$ cat src/rtl/sccb_cfg_seq_pkg.sv
`default_nettype none
// ============================================================================
// Module   : sccb_cfg_pkg
// Brief    : Shared types and constants for the OV7670 register sequencer.
// Revision : 1.0 - initial release
// ============================================================================
package sccb_cfg_pkg;

    // One-hot state encoding of the table walker
    typedef enum logic [4:0] {
        ST_WAIT_INIT = 5'b00001,
        ST_LOAD      = 5'b00010,
        ST_WRITE     = 5'b00100,
        ST_GAP       = 5'b01000,
        ST_DONE      = 5'b10000
    } state_t;

    // COM7 holds the soft-reset bit; writing it needs a long settle time
    localparam logic [7:0] COM7_ADDR      = 8'h12;
    localparam int         COM7_RESET_BIT = 7;

    // Default timing at 50 MHz
    localparam int DEF_GAP_CYC     = 1000;
    localparam int DEF_RESET_WAIT  = 50000;
    localparam int DEF_TIMEOUT_CYC = 100000;
    localparam int DEF_MAX_RETRY   = 3;

    // Width of the gap and watchdog counters
    localparam int CNT_W = 17;

    // True when a write to {addr,data} triggers a camera soft reset
    function automatic logic is_soft_reset(input logic [7:0] addr, input logic [7:0] data);
        return (addr == COM7_ADDR) && data[COM7_RESET_BIT];
    endfunction

endpackage
`default_nettype wire

$ cat src/rtl/sccb_cfg_seq_if.sv
`default_nettype none
// ============================================================================
// Module   : sccb_cfg_seq_if
// Brief    : Request/acknowledge bus between the sequencer and SCCB engine.
// Revision : 1.0 - initial release
// ============================================================================
interface sccb_cfg_seq_if;
    logic       write_en;
    logic       wr_done;
    logic [7:0] sccb_addr;
    logic [7:0] sccb_data;

    // Sequencer side: issues requests, receives completion
    modport master (
        output write_en,
        output sccb_addr,
        output sccb_data,
        input  wr_done
    );

    // SCCB engine side
    modport slave (
        input  write_en,
        input  sccb_addr,
        input  sccb_data,
        output wr_done
    );
endinterface
`default_nettype wire

$ cat src/rtl/sccb_cfg_seq_rom.sv
`default_nettype none
// ============================================================================
// Module   : ov7670_reg_rom
// Brief    : Combinational OV7670 configuration table, {addr,data} per entry.
//            Unpopulated entries read back as {8'hFF,8'hFF}.
// Revision : 1.0 - initial release
// ============================================================================
module ov7670_reg_rom #(
    parameter int IDX_W = 8
) (
    input  wire logic [IDX_W-1:0] idx,
    output logic      [15:0]      entry
);

    // Table lookup; entry 0 must be the COM7 soft reset
    always_comb begin
        entry = 16'hFFFF;
        case (idx)
            IDX_W'(0):  entry = 16'h1280;  // COM7: soft reset
            IDX_W'(1):  entry = 16'h1101;  // CLKRC: prescaler /2
            IDX_W'(2):  entry = 16'h1204;  // COM7: RGB output
            IDX_W'(3):  entry = 16'h0C00;  // COM3: defaults
            IDX_W'(4):  entry = 16'h3E00;  // COM14: no PCLK scaling
            IDX_W'(5):  entry = 16'h703A;  // SCALING_XSC
            IDX_W'(6):  entry = 16'h7135;  // SCALING_YSC
            IDX_W'(7):  entry = 16'h40D0;  // COM15: RGB565 full range
            IDX_W'(8):  entry = 16'h8C00;  // RGB444 off
            IDX_W'(9):  entry = 16'h3A04;  // TSLB
            default:    entry = 16'hFFFF;
        endcase
    end

endmodule
`default_nettype wire

$ cat src/rtl/sccb_cfg_seq.sv
`default_nettype none
// ============================================================================
// Module   : sccb_cfg_seq
// Brief    : Walks the OV7670 register table and hands one {addr,data} pair
//            per transaction to the SCCB write engine, with inter-write gaps,
//            soft-reset settle time, watchdog retry and status reporting.
// Revision : 1.0 - initial release
// ============================================================================
module sccb_cfg_seq
    import sccb_cfg_pkg::*;
#(
    parameter int REG_NUM     = 64,
    parameter int IDX_W       = 8,
    parameter int GAP_CYC     = DEF_GAP_CYC,
    parameter int RESET_WAIT  = DEF_RESET_WAIT,
    parameter int TIMEOUT_CYC = DEF_TIMEOUT_CYC,
    parameter int MAX_RETRY   = DEF_MAX_RETRY
) (
    input  wire logic             sclk,
    input  wire logic             rst,
    input  wire logic             init_en,
    input  wire logic             cfg_start,
    sccb_cfg_seq_if.master        bus,
    output logic                  cfg_busy,
    output logic                  cfg_done,
    output logic                  cfg_err,
    output logic      [3:0]       err_cnt,
    output logic      [IDX_W-1:0] reg_idx
);

    // Counters hold "length - 1" so that GAP lasts exactly the gap length
    localparam logic [CNT_W-1:0] C_GAP_LOAD   = CNT_W'(GAP_CYC - 1);
    localparam logic [CNT_W-1:0] C_RST_LOAD   = CNT_W'(RESET_WAIT - 1);
    localparam logic [CNT_W-1:0] C_WD_LAST    = CNT_W'(TIMEOUT_CYC - 1);
    localparam logic [1:0]       C_MAX_RETRY  = 2'(MAX_RETRY);
    localparam logic [IDX_W-1:0] C_LAST_IDX   = IDX_W'(REG_NUM - 1);

    // Reject parameter sets the counters cannot represent
    if (RESET_WAIT >= 2**CNT_W || TIMEOUT_CYC >= 2**CNT_W || GAP_CYC >= 2**CNT_W ||
        GAP_CYC < 1 || RESET_WAIT < 1 || TIMEOUT_CYC < 1 ||
        MAX_RETRY < 1 || MAX_RETRY > 3 ||
        REG_NUM < 1 || REG_NUM > 255 || REG_NUM > 2**IDX_W) begin : g_param_check
        $error("sccb_cfg_seq: parameter out of range");
    end

    state_t             r_state;
    state_t             w_next;
    logic [7:0]         r_addr;
    logic [7:0]         r_data;
    logic [CNT_W-1:0]   r_wd_cnt;
    logic [CNT_W-1:0]   r_gap_cnt;
    logic [1:0]         r_retry_cnt;
    logic               r_retry;
    logic               r_cfg_err;
    logic [3:0]         r_err_cnt;
    logic [IDX_W-1:0]   r_reg_idx;
    logic [15:0]        w_rom;
    logic               w_timeout;
    logic               w_gap_end;
    logic               w_resend;
    logic               w_last;

    ov7670_reg_rom #(
        .IDX_W (IDX_W)
    ) u_rom (
        .idx   (r_reg_idx),
        .entry (w_rom)
    );

    assign w_timeout = (r_wd_cnt == C_WD_LAST);
    assign w_gap_end = (r_gap_cnt == '0);
    assign w_resend  = r_retry && (r_retry_cnt < C_MAX_RETRY);
    assign w_last    = (r_reg_idx == C_LAST_IDX);

    // State register
    always_ff @(posedge sclk) begin
        if (rst) begin
            r_state <= ST_WAIT_INIT;
        end else begin
            r_state <= w_next;
        end
    end

    // Next-state decode; wr_done takes priority over a coincident timeout
    always_comb begin
        w_next = r_state;
        case (r_state)
            ST_WAIT_INIT: if (init_en) w_next = ST_LOAD;
            ST_LOAD:      w_next = ST_WRITE;
            ST_WRITE:     if (bus.wr_done || w_timeout) w_next = ST_GAP;
            ST_GAP: begin
                if (w_gap_end) begin
                    if (w_resend)    w_next = ST_LOAD;
                    else if (w_last) w_next = ST_DONE;
                    else             w_next = ST_LOAD;
                end
            end
            ST_DONE:      if (cfg_start) w_next = ST_LOAD;
            default:      w_next = ST_WAIT_INIT;
        endcase
    end

    // Datapath: pair latch, watchdog, gap timer, retry and error bookkeeping
    always_ff @(posedge sclk) begin
        if (rst) begin
            r_addr      <= '0;
            r_data      <= '0;
            r_wd_cnt    <= '0;
            r_gap_cnt   <= '0;
            r_retry_cnt <= '0;
            r_retry     <= 1'b0;
            r_cfg_err   <= 1'b0;
            r_err_cnt   <= '0;
            r_reg_idx   <= '0;
        end else begin
            case (r_state)
                ST_LOAD: begin
                    r_addr   <= w_rom[15:8];
                    r_data   <= w_rom[7:0];
                    r_wd_cnt <= '0;
                end
                ST_WRITE: begin
                    if (bus.wr_done) begin
                        r_retry_cnt <= '0;
                        r_retry     <= 1'b0;
                        r_gap_cnt   <= is_soft_reset(r_addr, r_data) ? C_RST_LOAD : C_GAP_LOAD;
                    end else if (w_timeout) begin
                        if (r_err_cnt != 4'hF) r_err_cnt <= r_err_cnt + 4'd1;
                        r_retry_cnt <= r_retry_cnt + 2'd1;
                        r_retry     <= 1'b1;
                        r_gap_cnt   <= C_GAP_LOAD;
                    end else begin
                        r_wd_cnt <= r_wd_cnt + CNT_W'(1);
                    end
                end
                ST_GAP: begin
                    if (!w_gap_end) begin
                        r_gap_cnt <= r_gap_cnt - CNT_W'(1);
                    end else if (!w_resend) begin
                        // Retries exhausted: skip this entry and flag it
                        if (r_retry) begin
                            r_cfg_err   <= 1'b1;
                            r_retry_cnt <= '0;
                            r_retry     <= 1'b0;
                        end
                        if (!w_last) r_reg_idx <= r_reg_idx + IDX_W'(1);
                    end
                end
                ST_DONE: begin
                    if (cfg_start) begin
                        r_cfg_err   <= 1'b0;
                        r_err_cnt   <= '0;
                        r_reg_idx   <= '0;
                        r_retry_cnt <= '0;
                        r_retry     <= 1'b0;
                    end
                end
                default: ;
            endcase
        end
    end

    // write_en follows the WRITE state so it rises and falls on the state edges
    assign bus.write_en  = (r_state == ST_WRITE);
    assign bus.sccb_addr = r_addr;
    assign bus.sccb_data = r_data;
    assign cfg_busy      = (r_state != ST_WAIT_INIT) && (r_state != ST_DONE);
    assign cfg_done      = (r_state == ST_DONE);
    assign cfg_err       = r_cfg_err;
    assign err_cnt       = r_err_cnt;
    assign reg_idx       = r_reg_idx;

endmodule
`default_nettype wire

$ cat src/flat_wrapper.sv
// flat-port wrapper written by rule: the top's interface ports become plain ports
module sccb_cfg_seq_flat import sccb_cfg_pkg::*;
#(
    parameter int REG_NUM     = 64,
    parameter int IDX_W       = 8,
    parameter int GAP_CYC     = DEF_GAP_CYC,
    parameter int RESET_WAIT  = DEF_RESET_WAIT,
    parameter int TIMEOUT_CYC = DEF_TIMEOUT_CYC,
    parameter int MAX_RETRY   = DEF_MAX_RETRY
)
  (sclk, rst, init_en, cfg_start, cfg_busy, cfg_done, cfg_err, err_cnt, reg_idx, bus_write_en, bus_sccb_addr, bus_sccb_data, bus_wr_done);
  sccb_cfg_seq_if bus_i ();
  input  wire logic sclk;
  input  wire logic rst;
  input  wire logic init_en;
  input  wire logic cfg_start;
  output logic cfg_busy;
  output logic cfg_done;
  output logic cfg_err;
  output logic      [3:0] err_cnt;
  output logic      [IDX_W-1:0] reg_idx;
  output wire logic [$bits(bus_i.write_en)-1:0] bus_write_en;
  output wire logic [$bits(bus_i.sccb_addr)-1:0] bus_sccb_addr;
  output wire logic [$bits(bus_i.sccb_data)-1:0] bus_sccb_data;
  input wire logic [$bits(bus_i.wr_done)-1:0] bus_wr_done;
  assign bus_write_en = bus_i.write_en;
  assign bus_sccb_addr = bus_i.sccb_addr;
  assign bus_sccb_data = bus_i.sccb_data;
  assign bus_i.wr_done = bus_wr_done;
  sccb_cfg_seq #(.REG_NUM(REG_NUM), .IDX_W(IDX_W), .GAP_CYC(GAP_CYC), .RESET_WAIT(RESET_WAIT), .TIMEOUT_CYC(TIMEOUT_CYC), .MAX_RETRY(MAX_RETRY)) u_core (.sclk(sclk), .rst(rst), .init_en(init_en), .cfg_start(cfg_start), .bus(bus_i), .cfg_busy(cfg_busy), .cfg_done(cfg_done), .cfg_err(cfg_err), .err_cnt(err_cnt), .reg_idx(reg_idx));
endmodule
$ cat config.mk
export PLATFORM = sky130hd
export DESIGN_NAME = sccb_cfg_seq_flat
export DESIGN_NICKNAME = d
export VERILOG_FILES = /design/src/rtl/sccb_cfg_seq_pkg.sv /design/src/rtl/sccb_cfg_seq_if.sv /design/src/rtl/sccb_cfg_seq_rom.sv /design/src/rtl/sccb_cfg_seq.sv /design/src/flat_wrapper.sv
export SDC_FILE = /design/constraint.sdc
export NUM_CORES = 1
export LEC_CHECK = 0
export ABC_AREA = 1
export CORE_MARGIN = 2
export CORE_UTILIZATION = 40
export DETAILED_ROUTE_END_ITERATION = 7
export PLACE_DENSITY = 0.62
export SLEW_MARGIN = 10
export SYNTH_ARGS = -nofsm -noshare
export SYNTH_HDL_FRONTEND = slang
export SYNTH_SLANG_ARGS = --single-unit
$ cat constraint.sdc
create_clock -name sclk -period 2.2 [get_ports sclk]
set_input_delay 0.22 -clock sclk [delete_from_list [all_inputs] [get_ports sclk]]
set_output_delay 0.22 -clock sclk [all_outputs]
set_load 0.02 [all_outputs]
# Word level (Yosys, flattened, before mapping)
# Memory sizes are Yosys's and may differ from the RTL's. A register that Yosys moved wholly into a read port is not among the register bits.
# Cells that the tools add are included.
[word_totals]
memories = 1
in_bits = 5
wordCells = 105
mem_bits_ro = 256
register_bits = 71
output_inout_bits = 32
[op_classes]
eq_ne = 24
mux = 45
order_cmp = 1
add_sub_neg = 5
n_reduce_logical = 19
[memory_table]
columns = ["name", "words", "word_bits", "rd", "rd_clocked_by_memory_dff", "wr", "line_no", "source"]
rows = [
  ["(name not given)", 16, 16, 1, 1, 0, "sccb_cfg_seq_rom.sv:18", "case (idx)"],
]
[ops]
columns = ["operator", "count"]
rows = [
  ["$mux W17", 5],
  ["$pmux W17 S2", 2],
  ["$mux W16", 2],
  ["$mux W8", 4],
  ["$mux W5", 6],
  ["$pmux W5 S5", 1],
  ["$mux W4", 6],
  ["$reduce_and A5 Y1", 4],
  ["$add A17 B1 Y17 const B", 1],
  ["$eq A17 B17 Y1 const B", 1],
  ["$logic_not A17 Y1", 1],
  ["$sub A17 B1 Y17 const B", 1],
  ["$pmux W8 S2", 1],
  ["$ne A2 B2 Y1 const B", 7],
  ["$mux W2", 6],
  ["$ne A2 B1 Y1 const B", 5],
  ["$add A8 B1 Y8 const B", 1],
  ["$eq A8 B5 Y1 const B", 1],
  ["$eq A8 B6 Y1 const B", 1],
  ["$mux W1", 8],
  ["$pmux W4 S2", 1],
  ["$reduce_bool A2 Y1", 4],
  ["$pmux W2 S3", 1],
  ["$reduce_and A3 Y1", 2],
  ["20 further kinds", 22],
]

# Logic depth before layout (Yosys ltp)
[logic_depth]
ltp_word = 7
ltp_mapped = 18
depth_no_buf = 18

# Cells and area by module
# Synthesis repeated with hierarchy kept, for this count alone.
[hier_totals]
cells_unflattened = 674
area_unflattened_um2 = 4376.7
[by_module_without_submodules]
columns = ["module", "area_each_um2", "seq_area_each_um2", "instances", "cells_each"]
rows = [
  ["sccb_cfg_seq", 4048.9, 1421.4, 1, 616],
  ["ov7670_reg_rom", 327.8, 0.0, 1, 58],
]

# Least setup slack after synthesis
# No wires, ideal clock.
[synth_path]
path_type = "register -> register"
startpoint = "reg u_core.r_reg_idx[0], in the netlist u_core.reg_idx[0]"
endpoint = "reg with a tool-made name"
path_buffers = 0
setup_ps = 117
required_ps = 2083
arrival_ps = 1692
slack_ps = 391
stages_incl_launch_ff = 15
synth_period_minus_slack_ps = 1809
cell_sequence = "dfxtp_1 ha_1 nand3_1 nor2_1 nand2_2 nand3_4 inv_2 nand2_4 nand2_1 nand2_2 nand2_4 inv_6 nand2_2 nand3_2 nand2_1"
[synth_rtl]
columns = ["element", "line_no", "source"]
rows = [
  ["start, declared", "sccb_cfg_seq.sv:56", "logic [IDX_W-1:0] r_reg_idx;"],
  ["start signal, assigned", "sccb_cfg_seq.sv:146", "if (!w_last) r_reg_idx <= r_reg_idx + IDX_W'(1);"],
]

# Final worst setup path
[layout_path]
startpoint = "reg u_core.r_state[0]"
endpoint = "reg u_core.r_gap_cnt[14]"
[layout_between]
elab_chain_cells = 3
elab_cells_between_ends = 7
classes_between = "eq/ne: 4; mux: 1; reduce/logical: 2"
[layout_rtl]
columns = ["element", "line_no", "source"]
rows = [
  ["start, declared", "sccb_cfg_seq.sv:46", "state_t r_state;"],
  ["start signal, assigned", "sccb_cfg_seq.sv:80", "r_state <= w_next;"],
  ["$eq A5 B3 Y1 / $eq A5 B4 Y1 (equally long branches)", "sccb_cfg_seq.sv:116", "case (r_state)"],
  ["$ne A3 B1 Y1 (no source line), or another cell as far along", "-", ""],
  ["$reduce_and A3 Y1 (no source line)", "-", ""],
  ["end signal, assigned", "sccb_cfg_seq.sv:126", "r_gap_cnt <= is_soft_reset(r_addr, r_data) ? C_RST_LOAD : C_GAP_LOAD;"],
  ["end signal, assigned", "sccb_cfg_seq.sv:138", "r_gap_cnt <= r_gap_cnt - CNT_W'(1);"],
  ["end, declared", "sccb_cfg_seq.sv:51", "logic [CNT_W-1:0] r_gap_cnt;"],
]
# Several ways; a longest one is shown, not always the timed one.
# A chain may end at the register's enable or synchronous reset.

==> results.py <==
metrics = {
    "outcome": {
        "run_status": "completed",
    },
    "timing": {
        "fmax_mhz": 492.5,
        "finalClockSkew_ns": 0.008365,
        "worst_max_slew_pin_slew_ns": 0.5362,
        "period_minus_slack_ns": 2.030,
        "period_share_pct": 92.29,
        "setup_repair_after_global_routing_missed_its_margin": "no",
        "setup_violations_final": 0,
        "maxSlewHeadroom_pct": 64.21,
        "slew_violations": 0,
        "fin_setup_tns_ns": 0,
        "finalHoldViolCount": 0,
    },
    "power": {
        "internal_power_mw": 2.441,
        "power_density_nw_per_um2": 712.5,
        "clock_power_share_pct": 36.3,
        "seq_power_share_pct": 44.4,
        "combPwrFrac_pct": 19.3,
        "power_switching_share_pct": 31.39,
        "total_switching_power_mw": 1.117,
        "cellLeakagePower_nw": 2.048,
        "peakVddDrop_uv": 421.7,
    },
    "worst_setup_path": {
        "cp_max_fo": 11,
        "timing.critical_path.arrival_ns": 2.28,
        "critPathKind": "flip-flop to flip-flop",
        "critical_path.reg2reg.startpoint": "u_core.r_state[0]",
        "endpoint_type_of_the_worst_setup_path": "flip-flop",
        "critical_path.startpoint_type": "flip-flop",
        "worst_ep_required_time_ns": 2.45,
        "worstSetupStartpoint": "u_core.r_state[0]",
    },
    "grt": {
        "first_global_vias": 3832,
        "grt.total_usage_pct": 19.51,
        "grt_pass1_wl_um": 17810,
        "initial_antenna_violation_count": 0,
        "grt_max_degree": 23,
        "grt-ovfl-total": 0,
    },
    "synthesis": {
        "post-synth-top-area-cell": "sky130_fd_sc_hd__dfxtp_1",
        "synth_compound_area_share_pct": 13.40,
        "number_of_enable_flip_flop_cells_after_synthesis": 0,
        "multiplexer_area_fraction_after_synthesis_pct": 0,
        "syn_area_um2": 4202,
        "yosys_register_bits": 81,
        "simple_logic_cell_fraction_of_the_synthesized_area_pct": 33.65,
        "async_flop_share_pct": 0,
        "synth_area_leaders": "sky130_fd_sc_hd__dfxtp_1 (39%), sky130_fd_sc_hd__nand2_1 (13%), sky130_fd_sc_hd__a21oi_1 (6.7%), sky130_fd_sc_hd__nor2_1 (6.3%), sky130_fd_sc_hd__inv_1 (4.8%)",
        "syn-num-nets": 611,
        "adder_cell_share_of_the_synthesized_area_pct": 1.787,
        "yosys_most_used_dff": "sky130_fd_sc_hd__dfxtp_1",
        "synth_top_area_share_pct": 38.59,
        "post_synth.cell_area_avg_um2": 7.003,
        "synth_seq_area_share_pct": 38.59,
        "dominant_combinational_cell_family_by_area_after_synthesis": "simple AND/OR/NAND/NOR gates",
        "synth.yosys.warnings": 0,
        "post_synth_xor_area_fraction_pct": 4.169,
        "synth.distinct_cells": 41,
        "syn-instance-count": 600,
    },
    "cells_and_area": {
        "final_cells": 782,
        "syn2layout_area_growth_pct": 18.85,
        "design_area_um2": 4994,
        "proportion_of_layout_cells_with_a_drive_suffix_above_1_pct": 12.38,
        "final_core_utilization_pct": 48.59,
        "nets_final": 652,
        "insertedDiodeCount": 0,
    },
    "clock_tree": {
        "hold_buffers": 0,
        "cts_htree_levels": 3,
        "cts_inserted_buffers": 9,
        "tritoncts": "built",
        "path_clk_slew_ns": 0.10,
        "clkLatencyLatePin_ns": 0.36,
        "cts.path.max_buffers": 2,
        "clock_sink_count": 81,
        "root_buffer": "sky130_fd_sc_hd__clkbuf_8",
    },
    "drt": {
        "drt_initial_violations": 218,
        "route.detailed.drc": 0,
        "route.detailed.vias_per_inst": 5.023,
        "drt_pre_antenna_iters": 5,
        "drtAntennaViolNets": 0,
        "routedWlPerCell_um": 13.03,
        "vias": 3928,
        "wl_um": 10190,
    },
    "placed_design": {
        "detailed_place.area_um2": 4700,
        "numPortBuffers": 36,
        "total_instance_count_after_detailed_placement": 762,
        "hpwlAfterDp_um": 7492,
        "globalplace.congestion": 0.8546,
    },
    "die": {
        "fp.dieArea_um2": 11340,
        "num_rows": 37,
        "die_height_um": 106.5,
        "io_pins": 37,
        "initial_cell_density_of_the_core_pct": 40.88,
        "chipWidth_um": 106.5,
        "core-area_um2": 10280,
    },
    "hold_path": {
        "min-delay-path-class": "flip-flop to flip-flop",
        "hold_path_startpoint": "u_core.bus.sccb_data[6]",
    },
    "flow_run": {
        "max-cap-violations": 0,
    },
}
## synth_stat cells, types with 3 or more instances
cell type,count
sky130_fd_sc_hd__a211oi_1,4
sky130_fd_sc_hd__a21oi_1,56
sky130_fd_sc_hd__buf_2,5
sky130_fd_sc_hd__buf_4,4
sky130_fd_sc_hd__clkbuf_1,9
sky130_fd_sc_hd__dfxtp_1,81
sky130_fd_sc_hd__ha_1,6
sky130_fd_sc_hd__inv_1,54
sky130_fd_sc_hd__inv_2,8
sky130_fd_sc_hd__nand2_1,140
sky130_fd_sc_hd__nand2_2,11
sky130_fd_sc_hd__nand3_1,31
sky130_fd_sc_hd__nand3_2,3
sky130_fd_sc_hd__nand3b_1,4
sky130_fd_sc_hd__nand4_1,10
sky130_fd_sc_hd__nor2_1,71
sky130_fd_sc_hd__nor2_2,6
sky130_fd_sc_hd__nor3_1,16
sky130_fd_sc_hd__nor4_1,4
sky130_fd_sc_hd__o21ai_0,25
sky130_fd_sc_hd__o21ai_1,9
sky130_fd_sc_hd__xnor2_1,8
sky130_fd_sc_hd__xor2_1,12
## power by group through the flow
stage,clock [mW],combinational [mW],sequential [mW]
after CTS,1.32,0.686,1.58
after detailed placement,0,0.692,1.61
after floorplan,0,0.454,1.63
final,1.29,0.688,1.58
after global placement,0,0.689,1.61
after global routing,1.39,0.766,1.59
## final timing paths
path	to	cells after the start	slack, ns
min	u_core.bus.sccb_data[6]	2	0.46
min reg2reg	u_core.bus.sccb_data[6]	2	0.46
max reg2reg	u_core.r_gap_cnt[14]	9	0.17
max	u_core.r_gap_cnt[14]	9	0.17
## what timing repair did
action                                  CTS  global route
endpoints found under the setup margin    1            43
gates resized for setup                   1            14
pin swaps                                 0             4
buffers inserted                          0             4
## layout by cell type, fill, tap and decap left out, drive strengths merged
master / synthesis / layout
bufinv: 0 / 2
buf: 10 / 13
nor2: 80 / 80
nand2: 153 / 153
a21oi: 57 / 57
ha: 6 / 6
xnor2: 8 / 8
inv: 64 / 69
clkdlybuf4s50: 0 / 34
nor4: 4 / 4
o21ai: 36 / 36
or2: 1 / 1
o21a: 2 / 2
clkinvlp: 0 / 1
nand4: 10 / 10
dlymetal6s2s: 0 / 1
a21boi: 1 / 1
o211ai: 2 / 2
dfxtp: 81 / 81
nand3b: 4 / 4
nor3: 18 / 18
clkbuf: 9 / 9
xor2: 12 / 12
dlygate4sd2: 0 / 1
o21bai: 1 / 1
nand3: 36 / 36
a211oi: 4 / 4
## area by class of cell
type	instances	area (um^2)
Multi-Input combinational cell	435	2250
Tap cell	136	170.2
Clock buffer	9	123.9
Clock inverter	7	106.4
Fill cell	1059	5284
Inverter	65	257.7
Timing Repair Buffer	49	462.9
Sequential cell	81	1623
## per-layer routing
| layer | routed length, um | vias to the layer above | global-route usage [%] |
|---|---|---|---|
| met5 | 0 | - | 0 |
| met4 | 219 | 0 | 7.328 |
| met3 | 311 | 16 | 4.353 |
| met2 | 4962 | 62 | 32.55 |
| met1 | 4699 | 1805 | 24.59 |
| li1 | - | 2045 | - |
## kinds of logic after synthesis
family | Yosys count
AND/OR/NAND/NOR | 306
AO/OA/AOI/OAI | 103
buffers and inverters | 84
flip-flops | 81
XOR/XNOR | 20
adder cells (fa/ha/maj) | 6
## critical path, cell delays in order, from the launching register on
cell	delay (ns)
sky130_fd_sc_hd__dfxtp_1	0.34
sky130_fd_sc_hd__nor2_2	0.15
sky130_fd_sc_hd__nand2_2	0.11
sky130_fd_sc_hd__nor3_4	0.32
sky130_fd_sc_hd__buf_4	0.19
sky130_fd_sc_hd__nand3_4	0.12
sky130_fd_sc_hd__nand2_1	0.18
sky130_fd_sc_hd__clkinvlp_4	0.25
sky130_fd_sc_hd__o211ai_1	0.15
sky130_fd_sc_hd__a21oi_1	0.09
## metrics by stage
step / worst slack [ns] / hold WS [ns] / total power [mW]
CTS: 0.01959 / 0.4563 / 3.588
global route: 0.01060 / 0.5031 / 3.751
detailed placement: 0.1760 / 0.4450 / 2.307
floorplan: 0.3915 / 0.4183 / 2.084
global placement: 0.2030 / 0.4367 / 2.302
finish: 0.1696 / 0.4647 / 3.558
(Power assumes the default switching activity.)
